$ cat config.mk
export PLATFORM = sky130hd
export DESIGN_NAME = dual_down_counter
export DESIGN_NICKNAME = d
export VERILOG_FILES = /design/src/rtl/dual_down_counter.sv
export SDC_FILE = /design/constraint.sdc
export NUM_CORES = 1
export LEC_CHECK = 0
export CORE_ASPECT_RATIO = 1.4
export CORE_MARGIN = 2
export CORE_UTILIZATION = 55
export CTS_BUF_LIST = sky130_fd_sc_hd__clkbuf_4
export CTS_CLUSTER_DIAMETER = 60
export CTS_CLUSTER_SIZE = 10
export DETAILED_ROUTE_END_ITERATION = 6
export PLACE_DENSITY_LB_ADDON = 0.3
export SLEW_MARGIN = 15
export SYNTH_ARGS = -nofsm -noshare
export SYNTH_HDL_FRONTEND = slang
export SYNTH_SLANG_ARGS = --single-unit
$ cat constraint.sdc
create_clock -name Clk -period 4.68 [get_ports Clk]
set_input_delay 0.702 -clock Clk [delete_from_list [all_inputs] [get_ports Clk]]
set_output_delay 0.702 -clock Clk [all_outputs]
set_load 0.01 [all_outputs]
$ cat src/rtl/dual_down_counter.sv
// dual_down_counter: two-channel programmable down-counter/timer.
// Channel 0 decrements on each enabled cycle. Channel 1 decrements once every
// PRESCALE enabled cycles. Each channel pulses Done for one cycle on a 1 -> 0
// transition and can optionally reload its last loaded value when it sits at zero.
module dual_down_counter #(
    parameter int unsigned WIDTH    = 64,
    parameter int unsigned PRESCALE = 4
) (
    input  logic             Clk,
    input  logic             Reset,
    input  logic             Slt,
    input  logic             En,
    input  logic             Load,
    input  logic [WIDTH-1:0] LoadVal,
    input  logic             AutoReload,
    output logic [WIDTH-1:0] Count0,
    output logic [WIDTH-1:0] Count1,
    output logic             Zero0,
    output logic             Zero1,
    output logic             Done0,
    output logic             Done1
);

    localparam int unsigned PW = (PRESCALE > 1) ? $clog2(PRESCALE) : 1;
    localparam logic [PW-1:0] PRE_LAST = PW'(PRESCALE - 1);

    logic [WIDTH-1:0] r_count0;
    logic [WIDTH-1:0] r_count1;
    logic [WIDTH-1:0] r_rel0;
    logic [WIDTH-1:0] r_rel1;
    logic [PW-1:0]    r_pre;
    logic             r_done0;
    logic             r_done1;

    logic             w_zero0;
    logic             w_zero1;
    logic             w_act0;
    logic             w_act1;
    logic             w_idle1;
    logic             w_pre_last;
    logic             w_tick0;
    logic             w_tick1;
    logic [WIDTH-1:0] w_next0;
    logic [WIDTH-1:0] w_next1;

    // Tick qualification and next-count selection for both channels
    always_comb begin
        w_zero0    = (r_count0 == '0);
        w_zero1    = (r_count1 == '0);
        w_act0     = En & ~Load & ~Slt;
        w_act1     = En & ~Load & Slt;
        // An idle channel 1 has nothing to count toward, so the prescaler stalls
        w_idle1    = w_zero1 & (~AutoReload | (r_rel1 == '0));
        w_pre_last = (r_pre == PRE_LAST);
        w_tick0    = w_act0;
        w_tick1    = w_act1 & ~w_idle1 & w_pre_last;
        // Zero reloads the stored value when enabled; a stored zero keeps it at zero
        w_next0    = w_zero0 ? (AutoReload ? r_rel0 : '0) : (r_count0 - WIDTH'(1));
        w_next1    = w_zero1 ? (AutoReload ? r_rel1 : '0) : (r_count1 - WIDTH'(1));
    end

    // Channel 0 count, reload value and Done pulse
    always_ff @(posedge Clk) begin
        if (Reset) begin
            r_count0 <= '0;
            r_rel0   <= '0;
            r_done0  <= 1'b0;
        end else if (Load && !Slt) begin
            r_count0 <= LoadVal;
            r_rel0   <= LoadVal;
            r_done0  <= 1'b0;
        end else begin
            r_done0 <= w_tick0 && (r_count0 == WIDTH'(1));
            if (w_tick0) begin
                r_count0 <= w_next0;
            end
        end
    end

    // Channel 1 count, reload value, prescaler and Done pulse
    always_ff @(posedge Clk) begin
        if (Reset) begin
            r_count1 <= '0;
            r_rel1   <= '0;
            r_pre    <= '0;
            r_done1  <= 1'b0;
        end else if (Load && Slt) begin
            r_count1 <= LoadVal;
            r_rel1   <= LoadVal;
            r_pre    <= '0;
            r_done1  <= 1'b0;
        end else begin
            r_done1 <= w_tick1 && (r_count1 == WIDTH'(1));
            if (w_act1 && !w_idle1) begin
                r_pre <= w_pre_last ? '0 : (r_pre + PW'(1));
            end
            if (w_tick1) begin
                r_count1 <= w_next1;
            end
        end
    end

    assign Count0 = r_count0;
    assign Count1 = r_count1;
    assign Zero0  = w_zero0;
    assign Zero1  = w_zero1;
    assign Done0  = r_done0;
    assign Done1  = r_done1;

endmodule

==> metrics.md <==
| Metric | Value |
|---|---|
| Layout cells sized above 1 | `5.38%` |
| H-tree depth | `1` |
| RSZ-0062 raised after global routing | `false` |
| DRC | `4` |
| Failing checks | `design-rule violations` |
| CP bufs+invs | `2` |
| Mean Syn Cell Area | `7.40 um2` |
| Non-Filler Instances | `2,261` |
| CP Capture Type | `primary output` |
| Via density per instance | `6.76` |
| Clock sinks | `260` |
| GPL Wtd Cong | `0.979` |
| Post-Syn Instances | `1,821` |
| First-pass GRT wire length | `roughly 76,000 um` |
| Post-Route WL | `about 50,000 um` |
| Max Freq | `between 200 and 250 MHz` |
| Routed WL per cell | `21.6 um` |
| Vias in the first global route | `13,900` |
| Yosys cell types | `75` |
| Final ANT Viol Nets | `0` |
| Status | `finished, violations left` |
| I/O Buffers | `~200` |
| Startpoint types | `flip-flop` |
| Final nets | `2,026` |
| Crit share post-route | `92.1%` |
| Worst-margin pin slew | `between 1000 and 1500 ps` |
| Slew margin rel. | `25.5%` |
| Total power draw | `4900 uW` |
| CP max FO | `10` |
| All-Layer GR Usage | `between 30 and 40%` |
| HP Class | `flip-flop to flip-flop` |
| Area share of the leading cell type in the synthesized netlist | `about 39%` |
| Die W | `around 140 um` |
| Crit-path max cell delay | `slightly above 700 ps` |
| Skew-Pair Late Insertion Delay | `750 ps` |
| Worst VDD drop | `0.000224 V` |
| FFs w/ async S/R, synth | `0%` |
| Top FF cell, synth | `dfxtp_1` |
| Post-synthesis to final-layout area growth | `18.0%` |
| Hold_buf cts | `0` |
| Post-CTS sizing | `0` |
| Area after DPL | `0.0157 mm2` |
| Initial antenna violation count | `2` |
| FILL cells | `2,106` |
| Clock Root Buffer | `clkbuf_4` |
| EDFF count, synth | `0` |
| Worst Path Required | `3980 ps` |
| CTS Buf Count | `29` |
| Post-Syn Area | `approximately 0.013 mm2` |
| Setup CP Type | `flip-flop to primary output` |
| Final setup fails | `0` |
| Most numerous cell in the Yosys netlist | `nand2_1` |
| Max cap viols | `0` |
| Minimum clock period | `4310 ps` |
| TritonRoute pass-1 iters | `7` |
| Total vias in the final route | `15,300` |
| Syn nets | `1,896` |
| GRT overflow | `0` |
| Number of core rows | `67` |
| Synth top cells by count | `nand2_1 (385), dfxtp_1 (260), a21oi_1 (252), o21ai_0 (108), clkbuf_1 (101)` |
| Slowest stage cell, crit path | `nor4b_1` |
| Critical Path AT | `3610 ps` |
| Hold Vio Cnt, Final | `0` |
| Synth area leaders | `dfxtp_1 (39%), nand2_1 (11%), a21oi_1 (9.4%)` |
| Leakage | `0.00550 uW` |
| Synth area leader | `dfxtp_1` |
| PD cells | `309 mW/mm2` |
| Die extent in y | `189 um` |
| Crit path cell chain | `or4_4, nor4b_1, nand4_1, buf_4, nor3_1, clkdlybuf4s50_1` |
| Clk_skew | `31.5 ps` |
| Drt initial violations | `1,984` |
| Longest Clk Path Bufs | `3` |
| Die ar. | `0.0258 mm2` |
| Syn. warnings | `0` |
| Seq/Total Area, Yosys | `38.7%` |
| Slew Limit Fails | `0` |
| CTS tree | `yes` |
| Detailed placement HPWL | `33,600 um` |
| Pin count of the biggest net entering global routing | `106` |
| Final core utilization | `66.3%` |
| Delay-heaviest family, CP | `simple AND/OR/NAND/NOR gates` |
| Starting Density | `56.2%` |
| Yosys reg bits | `260` |
| Placed cell count | `2,230` |
| IO Count | `202` |
| # Post-CTS Setup Buffers | `0` |
| Setup Total Neg Slack | `0 ps` |
| Worst-path clk slew | `120 ps` |
| Finished Cell Area | `0.0159 mm2` |
| Core area | `0.0240 mm2` |
-- report_power, final --
group          leakage (uW)  internal [uW]  switching, uW
logic               0.00324            536            829
registers           0.00212           2340            159
clock network      0.000138            285            759
-- final timing paths --
check | start | to | slack [ps] | cells past startpoint
setup / recovery | Count0[11]$_SDFFE_PP0P_ | Zero0 | 370 | 6
hold / removal | r_rel0[31]$_SDFFE_PP0P_ | r_rel0[31]$_SDFFE_PP0P_ | 460 | 2
setup reg to reg | Count0[54]$_SDFFE_PP0P_ | Count0[47]$_SDFFE_PP0P_ | 990 | 8
hold reg to reg | r_rel0[31]$_SDFFE_PP0P_ | r_rel0[31]$_SDFFE_PP0P_ | 460 | 2
-- sequential cells by signal (all words and copies together) (netlist names) --
register / count
r_pre: 2
Done1: 1
Count0: 64
Count1: 64
r_rel0: 64
Done0: 1
r_rel1: 64
-- tightest hold or removal path: cells and delay by family (launching register included) --
family	cells	cell delay, ps
flops	1	320
simple gates	1	50
compound gates	1	50
-- through the flow --
| stage | setup WS, ps | hold slack (ps) |
|---|---|---|
| after floorplan | 1670 | 434 |
| after global placement | 1090 | 440 |
| after detailed placement | 1100 | 446 |
| after CTS | 410 | 462 |
| after global routing | 307 | 479 |
| final | 369 | 462 |
-- kinds of logic after synthesis --
group / count (synthesis) / share of synthesized area [%]
DFF: 260 / 38.7
buffers and inverters: 161 / 4.69
muxes: 2 / 0.158
and+or+nand+nor: 778 / 27.3
xor gates and xnor gates: 34 / 2.21
AOI/OAI and AO/OA: 581 / 26.6
adders and majority gates: 5 / 0.465
-- layer usage --
layer  GRT usage, %  wire length [um]  up-vias
met4           16.3              2330        2
met2           58.8             22400     1093
met5              0                13        -
met3           6.91              5680      192
met1           48.3             18300     7057
li1               -                 -     6934
-- cell type report --
cell class	instances	area (um2)	share of cell area, %
antenna	1	2.50	0.0157
clock buffer	29	218	1.37
clock inverter	1	3.75	0.0236
inverter	23	86.3	0.543
multi-input combinational	1400	7680	48.3
sequential	260	5200	32.8
tap	310	388	2.44
timing repair buffer	237	2310	14.5
-- placed cells by master (no fill, tap or decap), types with 22 or more instances in the layout --
| cell | netlist | layout |
|---|---|---|
| a21oi_1 | 252 | 252 |
| a31oi_1 | 40 | 40 |
| buf_4 | 1 | 34 |
| clkbuf_4 | 0 | 29 |
| clkdlybuf4s50_1 | 0 | 200 |
| dfxtp_1 | 260 | 260 |
| inv_1 | 22 | 22 |
| nand2_1 | 385 | 384 |
| nand3_1 | 46 | 46 |
| nand4_1 | 28 | 28 |
| nor2_1 | 94 | 92 |
| nor3_1 | 72 | 72 |
| nor4_1 | 49 | 49 |
| o21ai_0 | 108 | 107 |
| or3_1 | 23 | 23 |
| xnor2_1 | 23 | 23 |
Note: power is estimated with default switching activity, not from simulation.
